**config.mk**
```make
export PLATFORM = sky130hd
export DESIGN_NAME = gf180mcu_fd_sc_mcu7t5v0__dist3_rr
export DESIGN_NICKNAME = d
export VERILOG_FILES = /design/src/rtl/gf180mcu_fd_sc_mcu7t5v0__dist3_pkg.sv /design/src/rtl/gf180mcu_fd_sc_mcu7t5v0__rr_pick3.sv /design/src/rtl/gf180mcu_fd_sc_mcu7t5v0__dist3_rr.sv
export SDC_FILE = /design/constraint.sdc
export NUM_CORES = 1
export LEC_CHECK = 0
export BUFFER_PORTS_ARGS = -buffer_cell sky130_fd_sc_hd__buf_4
export CAP_MARGIN = 20
export CORE_MARGIN = 2
export CORE_UTILIZATION = 44
export DETAILED_ROUTE_END_ITERATION = 10
export GPL_ROUTABILITY_DRIVEN = 0
export HOLD_SLACK_MARGIN = 0.03
export PLACE_DENSITY = 0.76
export REMOVE_ABC_BUFFERS = 1
export SETUP_SLACK_MARGIN = 0.1
export SLEW_MARGIN = 20
export SYNTH_ARGS = -nofsm -noshare
export SYNTH_HDL_FRONTEND = slang
export SYNTH_SLANG_ARGS = --single-unit
```
**constraint.sdc**
```tcl
create_clock -name CLK -period 2.5 [get_ports CLK]
set_input_delay 0.125 -clock CLK [delete_from_list [all_inputs] [get_ports CLK]]
set_output_delay 0.125 -clock CLK [all_outputs]
set_load 0.05 [all_outputs]
```
**src/rtl/gf180mcu_fd_sc_mcu7t5v0__dist3_pkg.sv**
```systemverilog
// Shared types for the 1-to-3 round-robin distributor and its pick logic.
// Channels are numbered 1..3 so the index matches the Z1/Z2/Z3 port names.
package gf180mcu_fd_sc_mcu7t5v0__dist3_pkg;

  typedef enum logic {
    EMPTY = 1'b0,
    FULL  = 1'b1
  } state_e;

  typedef logic [1:0] chan_t;

  localparam chan_t RESET_LAST = 2'd3;

  function automatic chan_t next_chan(input chan_t c);
    return (c == 2'd3) ? 2'd1 : c + 2'd1;
  endfunction

  function automatic logic chan_en(input logic [2:0] en, input chan_t c);
    logic b;
    case (c)
      2'd1:    b = en[0];
      2'd2:    b = en[1];
      2'd3:    b = en[2];
      default: b = 1'b0;
    endcase
    return b;
  endfunction

endpackage

```
**src/rtl/gf180mcu_fd_sc_mcu7t5v0__rr_pick3.sv**
```systemverilog
// Combinational 3-way round-robin pick: first enabled channel strictly after last.
// Zero latency; falls back to last when only last is enabled, flags none when en is 0.
module gf180mcu_fd_sc_mcu7t5v0__rr_pick3
  import gf180mcu_fd_sc_mcu7t5v0__dist3_pkg::*;
(
  input  chan_t       last,
  input  logic [2:0]  en,
  output chan_t       pick,
  output logic        none
);

  chan_t c1;
  chan_t c2;

  assign c1 = next_chan(last);
  assign c2 = next_chan(c1);

  always_comb begin
    none = (en == 3'b000);
    pick = last;
    if (chan_en(en, c1)) begin
      pick = c1;
    end else if (chan_en(en, c2)) begin
      pick = c2;
    end
  end

endmodule

```
**src/rtl/gf180mcu_fd_sc_mcu7t5v0__dist3_rr.sv**
```systemverilog
// Registered 1-to-3 round-robin distributor with a one-word buffer; 1-cycle latency.
// A held word stays on its channel until consumed; IN_READY drops while it stalls.
module gf180mcu_fd_sc_mcu7t5v0__dist3_rr
  import gf180mcu_fd_sc_mcu7t5v0__dist3_pkg::*;
#(
  parameter int W = 8
) (
  input  logic         CLK,
  input  logic         RN,
  input  logic         IN_VALID,
  output logic         IN_READY,
  input  logic [W-1:0] IN_DATA,
  input  logic [2:0]   EN,
  output logic         Z1_VALID,
  output logic         Z2_VALID,
  output logic         Z3_VALID,
  input  logic         Z1_READY,
  input  logic         Z2_READY,
  input  logic         Z3_READY,
  output logic [W-1:0] Z_DATA,
  output logic         BUSY
);

  state_e       state_q, state_d;
  chan_t        sel_q, sel_d;
  chan_t        last_q, last_d;
  logic [W-1:0] data_q, data_d;

  chan_t pick;
  logic  none_en;
  logic  sel_rdy;
  logic  fire;
  logic  load;

  gf180mcu_fd_sc_mcu7t5v0__rr_pick3 u_pick (
    .last (last_q),
    .en   (EN),
    .pick (pick),
    .none (none_en)
  );

  // Only the selected channel's READY matters; the others are ignored.
  assign sel_rdy  = chan_en({Z3_READY, Z2_READY, Z1_READY}, sel_q);
  assign fire     = (state_q == FULL) && sel_rdy;
  assign IN_READY = !none_en && ((state_q == EMPTY) || fire);
  assign load     = IN_VALID && IN_READY;

  always_comb begin
    state_d = state_q;
    sel_d   = sel_q;
    last_d  = last_q;
    data_d  = data_q;
    if (load) begin
      state_d = FULL;
      sel_d   = pick;
      last_d  = pick;
      data_d  = IN_DATA;
    end else if (fire) begin
      state_d = EMPTY;
    end
  end

  always_ff @(posedge CLK or negedge RN) begin
    if (!RN) begin
      state_q <= EMPTY;
      sel_q   <= RESET_LAST;
      last_q  <= RESET_LAST;
      data_q  <= '0;
    end else begin
      state_q <= state_d;
      sel_q   <= sel_d;
      last_q  <= last_d;
      data_q  <= data_d;
    end
  end

  // Valids come straight from flops, so READY never reaches them combinationally.
  assign Z1_VALID = (state_q == FULL) && (sel_q == 2'd1);
  assign Z2_VALID = (state_q == FULL) && (sel_q == 2'd2);
  assign Z3_VALID = (state_q == FULL) && (sel_q == 2'd3);
  assign Z_DATA   = data_q;
  assign BUSY     = (state_q == FULL);

endmodule

```
==> results.txt, run 1 <==
DR pass1 iterations: 4
Util after Layout: 68.8%
maximum buffer depth of the clock tree: 2
area of the core: 1350 um2
maximum number of pins on one net before global-route repair: 12
area share of the largest cell type after synthesis: 34.4%
finished layout cell area: 928 um2
launch instance of the worst min-delay path: IN_DATA[2]
worst hold-check path type: input port to flip-flop
reg2reg start: last_q[0]
row count: 13
final net count: 111
data arrival at the endpoint of the critical path: 2060 ps
DR vias: 518
final period utilization: 87.5%
number of port buffers: 29
fraction of final layout cells sized beyond drive strength 1: 52.3%
Mapped Area: 656 um2
average cell area after synthesis: 12.1 um2
Crit. End Element: primary output
Async SR Flop Fraction: 100%
floorplan die area: 1810 um2
cell breakdown of the critical path: inv_1 > ha_1 > a22o_4 > a21oi_1 > o21ai_0 > and2_1 > buf_4
library cell with the highest instance count after synthesis: dfrtp_1
TritonCTS clock tree: done
Clk Latency, worst-skew pair: 260 ps
Post-synth top cells: dfrtp_1 (9), mux2_2 (8), and2_1 (5), ha_1 (5)
peak fanout along the critical path: 8
global-route wire length before repair: 1.92 mm
number of instances in the synthesized netlist: 54
boundary pin count: 30
Setup crit start: last_q[0]
final hold slack: 96.3 ps
TritonCTS buffer count: 3
register-to-register setup slack: 320 ps
setup repair after global routing missed its margin: no
status: complete, no violations
residual antenna-violating net count after detailed routing: 0
peak clock frequency supported by timing: 457 MHz
fillcell total: 112
Worst Path Required: 2380 ps
maximum level of the CTS H-tree: 1
number of global-route vias before repair: 481
Max Cap Violations: 0
antenna diode count: 0
horizontal die dimension: 42.6 um
type of the worst setup path: flip-flop to primary output
Remaining DRCs: 0
CP max stage cell: dfstp_2
Post-Route WL: 1.19 mm
total half-perimeter wirelength after legalization and detailed placement: 962 um
setup repair bufs after CTS: 0
CTS root buffer: clkbuf_4
Clock Pin Slew Worst Setup and Hold Paths: 70 ps
largest cells by area after synthesis: dfrtp_1 (34%), mux2_2 (14%), ha_1 (9.5%)
part of the Yosys area used for sequential elements: 42.4%
Total Negative Setup Slacks: 0 ps
Placed Instance Area: 892 um2
number of register bits inferred by synthesis: 11
slew at the pin closest to its max-slew limit: 392 ps
number of violations reported at the end of detailed-routing iteration 0: 8
number of failing hold endpoints at the final stage: 0
slowest stage delay, CP: 570 ps
vertical die dimension: 42.6 um
TritonCTS Sinks: 11
overall routing resource usage: 14.0%
leftover overflow at the end of global routing: 0
Slew headroom: 73.9%
number of gates resized after cts: 0
final critical delay including setup and external delays: 2190 ps
via/cell ratio: 5.03
primary flip-flop cell chosen by synthesis mapping: dfrtp_1
Routed wire per std cell: 11.5 um
EDFF count, synth: 0
max-slew violation total from the final report: 0
number of antenna violations at the first check in global routing: 0
post-route clock skew: 1.92 ps
count of yosys warnings during synthesis: 0
initial cell density of the core: 48.6%
setup violators final: 0
P&R area growth vs syn: 41.6%
count of unique library cells instantiated by Yosys: 23
type of origin of the critical path: flip-flop
library cell occupying the most area in the post-synthesis netlist: dfrtp_1
[logic make-up (layout without fill, tap and decap cells)]
family,after synthesis,after routing,synth area share (%)
buffers and inverters,3,37,1.72
muxes,10,10,17.6
AOI/OAI and AO/OA,13,13,18.7
adders and majority gates,5,5,9.54
DFF,11,11,42.4
and+or+nand+nor,12,12,10.1
[worst max-delay path: cells and delay by family (launching register included)]
kind                     cells  cell delay (ps)
AO/OA/AOI/OAI                3              520
flip-flops                   1              570
AND/OR/NAND/NOR              1              180
buffers and inverters        2              240
adder cells (fa/ha/maj)      1              290
[per-layer routing]
metal / GRT usage, % / part of all wire, % / vias up / routed length, um
met5: 0 / 0 / - / 0
met2: 20.9 / 46 / 22 / 542
met4: 7.50 / 0 / 0 / 0
met3: 2.16 / 8.1 / 0 / 96
li1: - / - / 266 / -
met1: 19.2 / 46 / 230 / 548
[registers in the layout, summed over array words and instances, names as in the netlist]
signal and cells:
Z_DATA 8, BUSY 1, last_q 2
[cell usage in the layout, fill, tap and decap left out, drive strengths merged]
cell type	n
dlygate4sd3	1
mux2	9
ha	5
and2	5
a22o	1
nor2	1
dfrtp	9
or3	1
clkbuf	4
a41o	1
nand2	3
mux2i	1
nand3b	1
a21o	2
a21oi	2
o21ai	2
o2111ai	1
a22oi	1
nand2b	1
a2bb2oi	1
buf	29
o211ai	1
a21bo	1
inv	3
dfstp	2
[path summary, 6_finish.rpt]
path | cells after the start | end
setup / recovery | 7 | IN_READY
hold / removal | 2 | Z_DATA[2]
setup reg to reg | 6 | last_q[0]
hold reg to reg | 1 | Z_DATA[2]
max in group asynchronous | 2 | last_q[1]
min in group asynchronous | 2 | Z_DATA[2]
[layout make-up]
type | instances | area (um2) | share of cell area (%)
Multi-Input combinational cell | 40 | 367 | 39.5
Sequential cell | 11 | 278 | 29.9
Timing Repair Buffer | 30 | 228 | 24.5
Clock buffer | 4 | 26.3 | 2.83
Tap cell | 15 | 18.8 | 2.02
Inverter | 3 | 11.3 | 1.21
[repair_timing]
| item | in CTS | in global routing |
|---|---|---|
| endpoints found under the setup margin | 0 | 0 |
| hold buffers | 1 | 0 |
| endpoints found under the hold margin | 11 | 0 |
[metrics by stage]
stage / setup WS (ps) / std cells
after global placement: 349 / 98
after global routing: 146 / 103
final: 312 / 103
after CTS: 294 / 103
after floorplan: 466 / 54
after detailed placement: 309 / 98
Power of run 1 is not shown: default switching activity piles up to over one toggle a cycle in this logic, so the estimate is an artifact.
==> inputs of run 2 (changes only) <==
- RECOVER_POWER: not set -> 25
==> results.txt, run 2 (synthesized netlist as in run 1, its figures left out) <==
global-route wire length before repair: 1.92 mm
Clock Pin Slew Worst Setup and Hold Paths: 70 ps
leading cell types in the layout, fill and taps excluded: buf_4 (28), dfrtp_1 (9), mux2_2 (8)
number of failing hold endpoints at the final stage: 0
DR pass1 iterations: 4
maximum number of pins on one net before global-route repair: 12
vertical die dimension: 42.6 um
slew at the pin closest to its max-slew limit: 565 ps
P&R area growth vs syn: 41.0%
overall routing resource usage: 14.0%
Remaining DRCs: 0
Routed wire per std cell: 11.5 um
status: complete, no violations
number of port buffers: 29
type of the worst setup path: flip-flop to primary output
fraction of final layout cells sized beyond drive strength 1: 51.1%
final critical delay including setup and external delays: 2190 ps
Slew headroom: 62.3%
Post-Route WL: 1.19 mm
met1 track utilization from global routing: 19.2%
peak clock frequency supported by timing: 457 MHz
number of gates resized after cts: 0
number of global-route vias before repair: 481
area of the core: 1350 um2
leftover overflow at the end of global routing: 0
initial cell density of the core: 48.6%
Util after Layout: 68.5%
final period utilization: 87.5%
row count: 13
number of flip-flops under the largest register name: 8
Clk Latency, worst-skew pair: 260 ps
Max Cap Violations: 0
residual antenna-violating net count after detailed routing: 0
Crit. End Element: primary output
TritonCTS clock tree: done
maximum buffer depth of the clock tree: 2
global routing's busiest layer: met2
floorplan die area: 1810 um2
total half-perimeter wirelength after legalization and detailed placement: 962 um
setup violators final: 0
boundary pin count: 30
global-route met2 utilization: 20.9%
via/cell ratio: 5.03
Worst Path Required: 2380 ps
worst hold-check path type: input port to flip-flop
TritonCTS buffer count: 3
peak fanout along the critical path: 8
CTS root buffer: clkbuf_4
final net count: 111
Total Negative Setup Slacks: 0 ps
number of antenna violations at the first check in global routing: 0
post-route clock skew: 1.92 ps
setup repair after global routing missed its margin: no
met3 Track Usage GR: 2.16%
maximum level of the CTS H-tree: 1
data arrival at the endpoint of the critical path: 2060 ps
most frequent standard cell in the layout excluding fill and tap cells: buf_4
horizontal die dimension: 42.6 um
type of origin of the critical path: flip-flop
antenna diode count: 0
TritonCTS Sinks: 11
DR vias: 518
number of violations reported at the end of detailed-routing iteration 0: 9
max-slew violation total from the final report: 0
==> run 2: cell count changes in the layout (fill, tap and decap cells not counted) <==
cell      before  now
buf_4         29   28
clkbuf_1       1    2
==> run 2: per-layer routing <==
layer	up-vias	part of all wire, %
met5	-	0
met2	22	46
met1	230	46
met3	0	8.1
li1	266	-
met4	0	0
==> run 2: worst paths after layout <==
check | from | end | slack (ps) | cells after the start
max | last_q[0] | IN_READY | 310 | 7
min | IN_DATA[2] | Z_DATA[2] | 100 | 2
max reg2reg | last_q[0] | last_q[0] | 320 | 6
min reg2reg | Z_DATA[2] | Z_DATA[2] | 510 | 1
max in group asynchronous | RN | last_q[1] | 1760 | 2
min in group asynchronous | RN | Z_DATA[2] | 370 | 2
==> run 2: layout make-up <==
cell class / instances / area [um2]
Fill cell: 114 / 425
Multi-Input combinational cell: 40 / 367
Sequential cell: 11 / 278
Timing Repair Buffer: 30 / 224
Clock buffer: 4 / 26.3
Tap cell: 15 / 18.8
Inverter: 3 / 11.3
==> run 2: what timing repair did <==
| action | CTS | global route |
|---|---|---|
| hold buffers | 1 | 0 |
| setup buffers | 0 | 0 |
| endpoints found under the hold margin | 11 | 0 |
==> run 2: worst max-delay path, cell delays in order (launching register included) <==
cell     delay (ps)
dfstp_2         570
inv_1            60
ha_1            290
a22o_4          300
a21oi_1         100
o21ai_0         120
and2_1          180
buf_4           180
==> run 2: metrics by stage <==
| stage | hold WS [ps] | cells | cell area [um2] | setup slack [ps] |
|---|---|---|---|---|
| after floorplan | -171 | 54 | 656 | 466 |
| after CTS | 86.7 | 103 | 928 | 294 |
| after detailed placement | -35.2 | 98 | 892 | 309 |
| final | 96.3 | 103 | 925 | 312 |
| after global routing | 80.0 | 103 | 925 | 146 |
| after global placement | -35.5 | 98 | 892 | 349 |
Power of run 2 is left out for the same reason.
